--- src/rtl/vga_sync_monitor.sv ---
// vga_sync_monitor
// Health monitor for a VGA timing source. Samples hsync/vsync/rgb on pixel
// strobes, measures line period, sync widths and lines per frame, checks them
// against the configured mode, tracks lock, flags sticky errors and folds the
// active-area pixels of each frame into a 16-bit signature.
//
// state   | meaning
// SEARCH  | waiting for the first vsync leading edge, nothing is checked
// ACQUIRE | checking; needs one whole clean frame before locking
// LOCKED  | timing matches; frames are counted, any mismatch drops to ACQUIRE
module vga_sync_monitor #(
  parameter int H_SYNC   = 96,
  parameter int H_BACK   = 48,
  parameter int H_ACTIVE = 640,
  parameter int H_TOTAL  = 800,
  parameter int V_SYNC   = 2,
  parameter int V_BACK   = 33,
  parameter int V_ACTIVE = 480,
  parameter int V_TOTAL  = 525,
  parameter bit SYNC_POL = 1'b1
) (
  input  logic        sys_clk_i,
  input  logic        sys_rst_n_i,
  input  logic        pix_ce_i,
  input  logic        hsync_i,
  input  logic        vsync_i,
  input  logic [15:0] rgb_i,
  input  logic        clr_i,
  output logic        locked_o,
  output logic        h_err_o,
  output logic        v_err_o,
  output logic [11:0] line_pix_o,
  output logic [11:0] frame_lines_o,
  output logic [15:0] frame_cnt_o,
  output logic [15:0] frame_sig_o
);

  localparam logic [1:0] ST_SEARCH  = 2'd0;
  localparam logic [1:0] ST_ACQUIRE = 2'd1;
  localparam logic [1:0] ST_LOCKED  = 2'd2;

  localparam logic [11:0] CNT_MAX   = 12'hFFF;
  localparam logic [11:0] H_SYNC_C  = 12'(H_SYNC);
  localparam logic [11:0] H_TOTAL_C = 12'(H_TOTAL);
  localparam logic [11:0] V_SYNC_C  = 12'(V_SYNC);
  localparam logic [11:0] V_TOTAL_C = 12'(V_TOTAL);
  localparam logic [11:0] H_ACT_LO  = 12'(H_SYNC + H_BACK);
  localparam logic [11:0] H_ACT_HI  = 12'(H_SYNC + H_BACK + H_ACTIVE);
  localparam logic [11:0] V_ACT_LO  = 12'(V_SYNC + V_BACK);
  localparam logic [11:0] V_ACT_HI  = 12'(V_SYNC + V_BACK + V_ACTIVE);

  logic [1:0]  state_q, state_d;
  logic        hs_prev_q, hs_prev_d;
  logic        vs_prev_q, vs_prev_d;
  logic [11:0] h_q, h_d;
  logic [11:0] hw_q, hw_d;
  logic [11:0] v_q, v_d;
  logic [15:0] acc_q, acc_d;
  logic        skip_q, skip_d;
  logic        bad_q, bad_d;
  logic        h_err_q, h_err_d;
  logic        v_err_q, v_err_d;
  logic [11:0] line_pix_q, line_pix_d;
  logic [11:0] frame_lines_q, frame_lines_d;
  logic [15:0] frame_cnt_q, frame_cnt_d;
  logic [15:0] frame_sig_q, frame_sig_d;

  logic        hs_a, vs_a;
  logic        h_lead, h_trail, v_lead, v_trail;
  logic        checking, act, h_mis, v_mis, mis;
  logic [11:0] h_inc, hw_inc, v_inc;

  // Edge detection on the current sample and saturating counter increments.
  always_comb begin
    hs_a    = (hsync_i == SYNC_POL);
    vs_a    = (vsync_i == SYNC_POL);
    h_lead  = pix_ce_i & hs_a & ~hs_prev_q;
    h_trail = pix_ce_i & ~hs_a & hs_prev_q;
    v_lead  = pix_ce_i & vs_a & ~vs_prev_q;
    v_trail = pix_ce_i & ~vs_a & vs_prev_q;
    h_inc   = (h_q == CNT_MAX) ? CNT_MAX : h_q + 12'd1;
    hw_inc  = (hw_q == CNT_MAX) ? CNT_MAX : hw_q + 12'd1;
    v_inc   = (v_q == CNT_MAX) ? CNT_MAX : v_q + 12'd1;
  end

  // Counters, measurements, signature, timing checks, sticky errors and lock FSM.
  always_comb begin
    state_d       = state_q;
    hs_prev_d     = hs_prev_q;
    vs_prev_d     = vs_prev_q;
    h_d           = h_q;
    hw_d          = hw_q;
    v_d           = v_q;
    acc_d         = acc_q;
    skip_d        = skip_q;
    bad_d         = bad_q;
    line_pix_d    = line_pix_q;
    frame_lines_d = frame_lines_q;
    frame_cnt_d   = frame_cnt_q;
    frame_sig_d   = frame_sig_q;

    if (pix_ce_i) begin
      hs_prev_d = hs_a;
      vs_prev_d = vs_a;
      h_d       = h_lead ? 12'd0 : h_inc;
      if (h_lead) begin
        hw_d       = 12'd1;
        line_pix_d = h_inc;
      end else if (hs_a) begin
        hw_d = hw_inc;
      end
      if (v_lead) begin
        v_d           = 12'd0;
        frame_lines_d = v_inc;
      end else if (h_lead) begin
        v_d = v_inc;
      end
    end

    // Counter values after this sample's update are the coordinates of the sampled pixel.
    act = pix_ce_i && (h_d >= H_ACT_LO) && (h_d < H_ACT_HI)
                   && (v_d >= V_ACT_LO) && (v_d < V_ACT_HI);
    if (v_lead) begin
      frame_sig_d = acc_q;
      acc_d       = 16'd0;
    end else if (act) begin
      acc_d = {acc_q[14:0], acc_q[15]} ^ rgb_i;
    end

    checking = (state_q != ST_SEARCH);
    h_mis = checking & ((h_lead & ~skip_q & (h_inc != H_TOTAL_C)) |
                        (h_trail & (hw_q != H_SYNC_C)));
    v_mis = checking & ((v_lead & (v_inc != V_TOTAL_C)) |
                        (v_trail & (v_d != V_SYNC_C)));
    mis   = h_mis | v_mis;

    // Set wins over clear.
    h_err_d = h_mis | (h_err_q & ~clr_i);
    v_err_d = v_mis | (v_err_q & ~clr_i);

    case (state_q)
      ST_SEARCH: begin
        if (v_lead) begin
          state_d = ST_ACQUIRE;
          skip_d  = 1'b1;
          bad_d   = 1'b0;
        end
      end
      ST_ACQUIRE: begin
        if (h_lead) skip_d = 1'b0;
        if (v_lead) begin
          state_d = (bad_q | mis) ? ST_ACQUIRE : ST_LOCKED;
          bad_d   = 1'b0;
        end else begin
          bad_d = bad_q | mis;
        end
      end
      ST_LOCKED: begin
        if (v_lead) frame_cnt_d = frame_cnt_q + 16'd1;
        if (mis) begin
          state_d = ST_ACQUIRE;
          skip_d  = 1'b1;
          // A mismatch on the closing vsync edge leaves the next frame clean.
          bad_d   = ~v_lead;
        end
      end
      default: state_d = ST_SEARCH;
    endcase
  end

  // State registers with synchronous active-low reset.
  always_ff @(posedge sys_clk_i) begin
    if (!sys_rst_n_i) begin
      state_q       <= ST_SEARCH;
      hs_prev_q     <= 1'b0;
      vs_prev_q     <= 1'b0;
      h_q           <= 12'd0;
      hw_q          <= 12'd0;
      v_q           <= 12'd0;
      acc_q         <= 16'd0;
      skip_q        <= 1'b0;
      bad_q         <= 1'b0;
      h_err_q       <= 1'b0;
      v_err_q       <= 1'b0;
      line_pix_q    <= 12'd0;
      frame_lines_q <= 12'd0;
      frame_cnt_q   <= 16'd0;
      frame_sig_q   <= 16'd0;
    end else begin
      state_q       <= state_d;
      hs_prev_q     <= hs_prev_d;
      vs_prev_q     <= vs_prev_d;
      h_q           <= h_d;
      hw_q          <= hw_d;
      v_q           <= v_d;
      acc_q         <= acc_d;
      skip_q        <= skip_d;
      bad_q         <= bad_d;
      h_err_q       <= h_err_d;
      v_err_q       <= v_err_d;
      line_pix_q    <= line_pix_d;
      frame_lines_q <= frame_lines_d;
      frame_cnt_q   <= frame_cnt_d;
      frame_sig_q   <= frame_sig_d;
    end
  end

  assign locked_o      = (state_q == ST_LOCKED);
  assign h_err_o       = h_err_q;
  assign v_err_o       = v_err_q;
  assign line_pix_o    = line_pix_q;
  assign frame_lines_o = frame_lines_q;
  assign frame_cnt_o   = frame_cnt_q;
  assign frame_sig_o   = frame_sig_q;

endmodule

--- config.mk ---
export PLATFORM = sky130hd
export DESIGN_NAME = vga_sync_monitor
export DESIGN_NICKNAME = d
export VERILOG_FILES = /design/src/rtl/vga_sync_monitor.sv
export SDC_FILE = /design/constraint.sdc
export NUM_CORES = 1
export LEC_CHECK = 0
export CAP_MARGIN = 20
export CORE_AREA = 2 2 186 115
export CTS_CLUSTER_DIAMETER = 150
export DETAILED_ROUTE_END_ITERATION = 8
export DIE_AREA = 0 0 188 117
export PLACE_DENSITY = 0.5
export SYNTH_ARGS = -nofsm -noshare
export SYNTH_HDL_FRONTEND = slang
export SYNTH_SLANG_ARGS = --single-unit
--- constraint.sdc ---
create_clock -name sys_clk_i -period 8.3 [get_ports sys_clk_i]
set_input_delay 1.245 -clock sys_clk_i [delete_from_list [all_inputs] [get_ports sys_clk_i]]
set_output_delay 1.245 -clock sys_clk_i [all_outputs]
set_load 0.005 [all_outputs]
==> impl_results.md, run 1 <==
- Maximum achievable frequency: 207 MHz
- IO buf count: 80
- Path type of the worst min-delay path: flip-flop to flip-flop
- Leading cell type in the layout, fill and taps excluded: sky130_fd_sc_hd__nand2_1
- Max-Cap Viols: 0
- Weighted congestion reported at the end of routability-driven placement: 0.875
- Number of antenna violations at the first check in global routing: 0
- List of cells traversed by the critical path: clkdlybuf4s50_1, buf_4, nand3b_1, nor2_1, and3_1, a211o_1, nor3_2, nor4_2, o2111ai_4, mux2i_1
- Die Span X: 188 um
- Synthesized flop and latch total: 116
- Final Max Slew Viols: 0
- Synth unique cells: 72
- Vias in the first global route: 5020
- Total leakage power: 2.77 nW
- Remaining design rule violation count: 0
- Number of DRC markers after the initial detailed-route iteration: 437
- DP Worst Slack: 3040 ps
- Number of diodes added for antenna fixing: 0
- Die Outline Area: 22000 um^2
- Setup Viol. Count Final: 0
- Number of hold buffers added after cts: 0
- Tcrit/Tclk final: 0.582
- Crit path setup slack, layout: 3470 ps
- Setup repair after global routing missed its margin: no
- Top flip-flop cell by instance count after synthesis: sky130_fd_sc_hd__dfxtp_1
- Clock power frac: 0.517
- Asr flop ratio synth: 0
- Final hold violations: 0
- Routed wire per std cell: 15.6 um
- # fillers: 2094
- Rel. slew slack: 0.310
- Post-detailed-routing wire length: 17.3 mm
- Average size of a mapped cell: 7.92 um^2
- CTS resizes: 0
- Fraction of layout instances using a drive strength above 1: 0.0676
- Slew at the pin closest to its max-slew limit: 1010 ps
- Switching power: 374 uW
- Global router's overall resource usage: 0.159
- Vertical extent of the die: 117 um
- Number of enable flip-flop cells after synthesis: 0
- Internal power of the cells: 1.16 mW
- Critical path capture point type: flip-flop
- Root cell of the clock tree: sky130_fd_sc_hd__clkbuf_16
- TritonCTS Buffers: 17
- Shortest period the worst path allows: 4830 ps
- Setup TNS Final: 0 ps
- Setup Fix Bufs, Post-CTS: 0
- Clk buf depth: 2
- Area taken by flip-flops and latches: 2320 um^2
- Worst endpoint data arrival time: 5090 ps
- Cell count after synthesis: 759
- Floorplan core area: 20500 um^2
- Top-level port count: 81
- Final worst clock skew: 8.20 ps
- Worst hold slack after final layout: 454 ps
- Clock tree from TritonCTS: yes
- Worst path buffer plus inverter count: 2
- Clock latency at the later pin of the worst-skew pair: 410 ps
- Total congestion overflow after global routing: 0
- H-tree Lvls: 4
- Placed wire-length estimate: 11.5 mm
- Placement row count: 41
- Pin count of the biggest net entering global routing: 73
- Kind of critical path: input pin to flip-flop
- Outcome: finished, final reports clean
- Critical Path Source Type: input pin
- Slowest CP cell: sky130_fd_sc_hd__nor2_1
- Post-synthesis sequential area ratio: 0.386
- Maximum vdd ir drop: 143 uV
- Power density over cell area: 200 nW/um^2
- Req. time, crit path: 8560 ps
- Highest-count cells in the layout ignoring fill and taps: sky130_fd_sc_hd__nand2_1, sky130_fd_sc_hd__dfxtp_1, sky130_fd_sc_hd__clkdlybuf4s50_1, sky130_fd_sc_hd__nor2_1, sky130_fd_sc_hd__a21oi_1
- DR vias: 5620
- Fraction of power consumed by combinational cells: 0.103
- Proportion of power drawn by flip-flops and latches: 0.380
- Clk sink count: 116
- Switching Fraction: 0.244
- First-pass DRT Iterations: 5
- Max incr delay on CP: 810 ps
- Clock transition time at the flip-flop clock pins of the worst setup and hold paths: 50 ps
- Syn-to-layout area delta: 27.4%
- Vias per cell: 5.08
- Initial core utilization: 0.294
- Cell type group with the largest total delay on the critical path: simple AND/OR/NAND/NOR gates
- Yosys warnings: 0
- Post-synth design cell area: 6010 um^2
- Area of combinational cells with multiple inputs: 3420 um^2
- Count of nets left with antenna violations after detail routing: 0
- Number of nets in the layout: 848
- Worst-path maximum fanout: 31
- Wire length of the first global-routing pass: 27.5 mm
- Synth Net Count: 791
==> worst reg2reg max path, stage by stage (launching register included) <==
cell                        delay [ps]
sky130_fd_sc_hd__dfxtp_1           480
sky130_fd_sc_hd__nand3b_1          750
sky130_fd_sc_hd__nor2_1            810
sky130_fd_sc_hd__and3_1            270
sky130_fd_sc_hd__a211o_1           230
sky130_fd_sc_hd__nor3_2            110
sky130_fd_sc_hd__nor4_2            350
sky130_fd_sc_hd__o2111ai_4         450
sky130_fd_sc_hd__mux2i_1           250
==> state kept, by name, indices dropped and copies added (netlist names), 12 cells and up <==
name and cells:
acc_q 16, hw_q 12, frame_sig_o 16, h_q 12
frame_lines_o 12, v_q 12, line_pix_o 12, frame_cnt_o 16
==> per-layer routing <==
layer / vias to the layer above / wire, um / global-route usage
li1: 2812 / - / -
met1: 2627 / 9560 / 0.252
met2: 168 / 6510 / 0.207
met3: 13 / 1080 / 0.0423
met4: 0 / 123 / 0.0367
met5: - / 0 / 0
==> power groups by stage <==
stage	clock network [mW]	registers, mW	logic [mW]
6_report	0.793	0.584	0.158
2_1_floorplan	0	0.592	0.104
5_1_grt	0.832	0.585	0.178
3_3_place_gp	0	0.596	0.157
4_1_cts	0.811	0.584	0.157
3_5_place_dp	0	0.596	0.156
==> cell type report <==
class                           instances  share of cell area
Tap cell                              279              0.0456
Inverter                               18             0.00883
Clock buffer                           22              0.0620
Clock inverter                          9              0.0198
Multi-Input combinational cell        577               0.447
Sequential cell                       116               0.303
Timing Repair Buffer                   86               0.113
==> cell usage after synthesis, drive strengths merged, types with 2 or more instances <==
cell type | number | area share
a41oi | 4 | 0.0058
and4 | 6 | 0.0087
a32oi | 2 | 0.0029
nand2b | 7 | 0.0073
nor4 | 8 | 0.013
ha | 10 | 0.021
a31o | 3 | 0.0044
nor2 | 72 | 0.045
or3 | 3 | 0.0031
xor2 | 30 | 0.044
o22ai | 3 | 0.0031
o21a | 3 | 0.0037
clkbuf | 39 | 0.024
nand2 | 119 | 0.074
a31oi | 15 | 0.018
a21oi | 68 | 0.057
mux2i | 19 | 0.032
o2111ai | 2 | 0.0058
dfxtp | 116 | 0.39
nand3 | 37 | 0.033
nand4 | 15 | 0.017
a211o | 4 | 0.0058
or2 | 2 | 0.0021
a22oi | 4 | 0.0050
xnor2 | 9 | 0.013
inv | 18 | 0.011
o21ai | 38 | 0.032
o211ai | 7 | 0.0087
a21o | 2 | 0.0025
nor3 | 25 | 0.022
buf | 9 | 0.0092
a211oi | 9 | 0.011
o31ai | 9 | 0.014
or4 | 3 | 0.0044
and2 | 11 | 0.011
nor2b | 2 | 0.0021
and3 | 7 | 0.0073
==> cell families (layout without fill, tap and decap cells) <==
family / Yosys count / in the layout / synth area share
flops: 116 / 116 / 0.386
buf+inv: 66 / 135 / 0.0448
fa+ha+maj: 10 / 10 / 0.0208
simple gates: 324 / 324 / 0.261
mux: 19 / 19 / 0.0316
compound gates: 185 / 185 / 0.199
xor+xnor: 39 / 39 / 0.0568
==> stage by stage <==
stage          power [mW]   util  instance area, um^2  instances
3_5_place_dp        0.752  0.342                 7000       1075
4_1_cts              1.55  0.373                 7630       1106
5_1_grt              1.59  0.374                 7650       1107
3_3_place_gp        0.753  0.342                 7000       1075
2_1_floorplan       0.696      -                 6010        759
6_report             1.53  0.374                 7650       1107
==> path summary, 6_finish.rpt <==
kind	startpoint	end	slack, ps	depth (start not counted)
worst min-delay path	h_err_o	h_err_o	450	2
worst max register to register	hs_prev_q	acc_q[0]	4450	8
worst max-delay path	pix_ce_i	acc_q[0]	3470	10
worst min register to register	h_err_o	h_err_o	450	2
No activity file was read; power rests on OpenSTA's default activity.
==> run 2: changes to the inputs <==
PLACE_DENSITY = 0.52   (was 0.5)
clock period = 4.35 ns   (was 8.3 ns; I/O delays follow)
==> impl_results.md, run 2 (synthesis gave the netlist of run 1 again) <==
- Hold-critical path endpoint: frame_sig_o[14]
- Slowest CP cell: sky130_fd_sc_hd__o2111ai_4
- Setup repair after global routing missed its margin: no
- Register-to-register setup slack: 780 ps (-3670 ps)
- Weighted congestion reported at the end of routability-driven placement: 0.889 (+1.6%)
- Fraction of power consumed by combinational cells: 0.099 (-0.004)
- Syn-to-layout area delta: 29.1%
- Slew at the pin closest to its max-slew limit: 930 ps (-79.0 ps)
- Final hold violations: 0 (unchanged)
- Max-Cap Viols: 0 (unchanged)
- Vertical extent of the die: 117 um (unchanged)
- Clock tree from TritonCTS: yes
- Leading cell type in the layout, fill and taps excluded: sky130_fd_sc_hd__nand2_1
- Maximum achievable frequency: 280 MHz
- Tcrit/Tclk final: 0.821
- Routed wire per std cell: 15.7 um (+0.48%)
- Req. time, crit path: 4690 ps (-3870 ps)
- TritonCTS Buffers: 17 (unchanged)
- Die Outline Area: 22000 um^2 (unchanged)
- Remaining design rule violation count: 0 (unchanged)
- H-tree Lvls: 4 (unchanged)
- Setup Viol. Count Final: 0 (unchanged)
- Path type of the worst min-delay path: flip-flop to flip-flop
- Switching power: 735 uW (+97%)
- Number of cells on the worst reg-to-reg path: 9 (+1)
- Clk buf depth: 2 (unchanged)
- List of cells traversed by the critical path: ha_1, nand3_4, a2111o_1, and3_1, a211o_1, nor3_2, a21oi_1, o2111ai_4, mux2i_1
- Final Max Slew Viols: 0 (unchanged)
- Number of diodes added for antenna fixing: 0 (unchanged)
- First-pass DRT Iterations: 5 (unchanged)
- Final worst clock skew: 11.5 ps (+3.29 ps)
- Critical Path Source Type: flip-flop
- Wire length of the first global-routing pass: 27.8 mm (+0.88%)
- Max incr delay on CP: 650 ps (-160 ps)
- Area of combinational cells with multiple inputs: 3430 um^2 (+0.15%)
- Setup TNS Final: 0 ps (unchanged)
- Clock power frac: 0.538 (+0.021)
- Placed wire-length estimate: 11.9 mm (+2.7%)
- Clk sink count: 116 (unchanged)
- Shortest period the worst path allows: 3570 ps
- DR vias: 5693 (+1.3%)
- Post-detailed-routing wire length: 17.5 mm (+1.1%)
- Switching Fraction: 0.239 (-0.00417)
- Rel. slew slack: 0.364 (+0.0540)
- Placement row count: 41 (unchanged)
- Power density over cell area: 396 nW/um^2 (+98%)
- Total leakage power: 2.83 nW (+2.1%)
- Worst endpoint data arrival time: 3910 ps (-1180 ps)
- Area taken by flip-flops and latches: 2320 um^2 (unchanged)
- Min-Delay Startpoint: frame_sig_o[14]
- Global router's overall resource usage: 0.160 (+0.000785)
- Maximum vdd ir drop: 256 uV (+78%)
- Proportion of power drawn by flip-flops and latches: 0.363 (-0.017)
- Number of standard cells in the final layout excluding fillers: 1114 (+0.63%)
- Kind of critical path: flip-flop to flip-flop
- Root cell of the clock tree: sky130_fd_sc_hd__clkbuf_16
- Pin count of the biggest net entering global routing: 73 (unchanged)
- Worst reg2reg endpoint: acc_q[15]
- # fillers: 2089 (-0.24%)
- Critical path capture point type: flip-flop
- Worst-path maximum fanout: 16 (-48%)
- Vias per cell: 5.11 (+0.66%)
- Worst R2R Start: v_q[0]
- CTS resizes: 0 (unchanged)
- Number of antenna violations at the first check in global routing: 0 (unchanged)
- Outcome: finished, final reports clean
- Number of DRC markers after the initial detailed-route iteration: 478 (+9.4%)
- Setup Fix Bufs, Post-CTS: 0 (unchanged)
- Initial core utilization: 0.294 (unchanged)
- Fraction of layout instances using a drive strength above 1: 0.0778 (+0.0102)
- Clock transition time at the flip-flop clock pins of the worst setup and hold paths: 60 ps (about the same)
- Number of nets in the layout: 854 (+0.71%)
- Total congestion overflow after global routing: 0 (unchanged)
- Internal power of the cells: 2.34 mW (+100%)
- Floorplan core area: 20500 um^2 (unchanged)
- Worst Hold Path Cells: 2 (unchanged)
- DP Cell Count: 1081 (+0.56%)
- Clock latency at the later pin of the worst-skew pair: 420 ps (about the same)
- Count of nets left with antenna violations after detail routing: 0 (unchanged)
- IO buf count: 80 (unchanged)
- Die Span X: 188 um (unchanged)
- Highest-count cells in the layout ignoring fill and taps: sky130_fd_sc_hd__nand2_1, sky130_fd_sc_hd__dfxtp_1, sky130_fd_sc_hd__clkdlybuf4s50_1, sky130_fd_sc_hd__nor2_1, sky130_fd_sc_hd__a21oi_1
- Vias in the first global route: 5051 (+0.62%)
- Number of hold buffers added after cts: 0 (unchanged)
- Top-level port count: 81 (unchanged)
[run 2: worst max path at each step]
stage                  start   endpoint  slack [ps]  cells past startpoint
floorplan             v_q[0]  acc_q[10]        1400                     11
global placement     vsync_i  acc_q[11]         680                     10
detailed placement  pix_ce_i   acc_q[4]         580                      9
CTS                   v_q[0]  acc_q[15]         750                      9
global route          v_q[0]   acc_q[7]         520                      9
finish                v_q[0]  acc_q[15]         780                      9
[run 2: layer usage]
layer	vias to the layer above	GRT usage	wire length, um
met3	15	0.0468	1230
li1	2836	-	-
met5	-	0	0
met1	2649	0.239	9120
met4	0	0.0509	184
met2	193	0.216	6930
[run 2: worst max-delay path: cells and delay by family (launching register included)]
family | cells | cell delay (ps)
compound gates | 4 | 1610
flops | 1 | 480
mux | 1 | 260
simple gates | 3 | 710
fa+ha+maj | 1 | 410
[run 2: layout make-up]
type | count | area share
Multi-Input combinational cell | 577 | 0.442
Sequential cell | 116 | 0.299
Timing Repair Buffer | 92 | 0.116
Clock buffer | 20 | 0.0602
Tap cell | 279 | 0.0450
Clock inverter | 12 | 0.0289
Inverter | 18 | 0.00871
[run 2: through the flow]
stage / instance area [um^2] / hold slack [ps] / power (mW) / utilization / worst slack (ps)
finish: 7760 / 453 / 3.07 / 0.379 / 777
global route: 7760 / 466 / 3.19 / 0.379 / 519
CTS: 7740 / 455 / 3.10 / 0.378 / 752
detailed placement: 7050 / 446 / 1.44 / 0.344 / 581
global placement: 7050 / 446 / 1.44 / 0.344 / 685
floorplan: 6010 / 448 / 1.33 / - / 1400
[run 2: power groups by stage]
stage / Sequential (mW) / Combinational [mW] / Clock, mW
2_1_floorplan: 1.13 / 0.198 / 0
3_3_place_gp: 1.14 / 0.302 / 0
3_5_place_dp: 1.14 / 0.298 / 0
4_1_cts: 1.11 / 0.300 / 1.69
5_1_grt: 1.12 / 0.338 / 1.73
6_report: 1.12 / 0.303 / 1.65
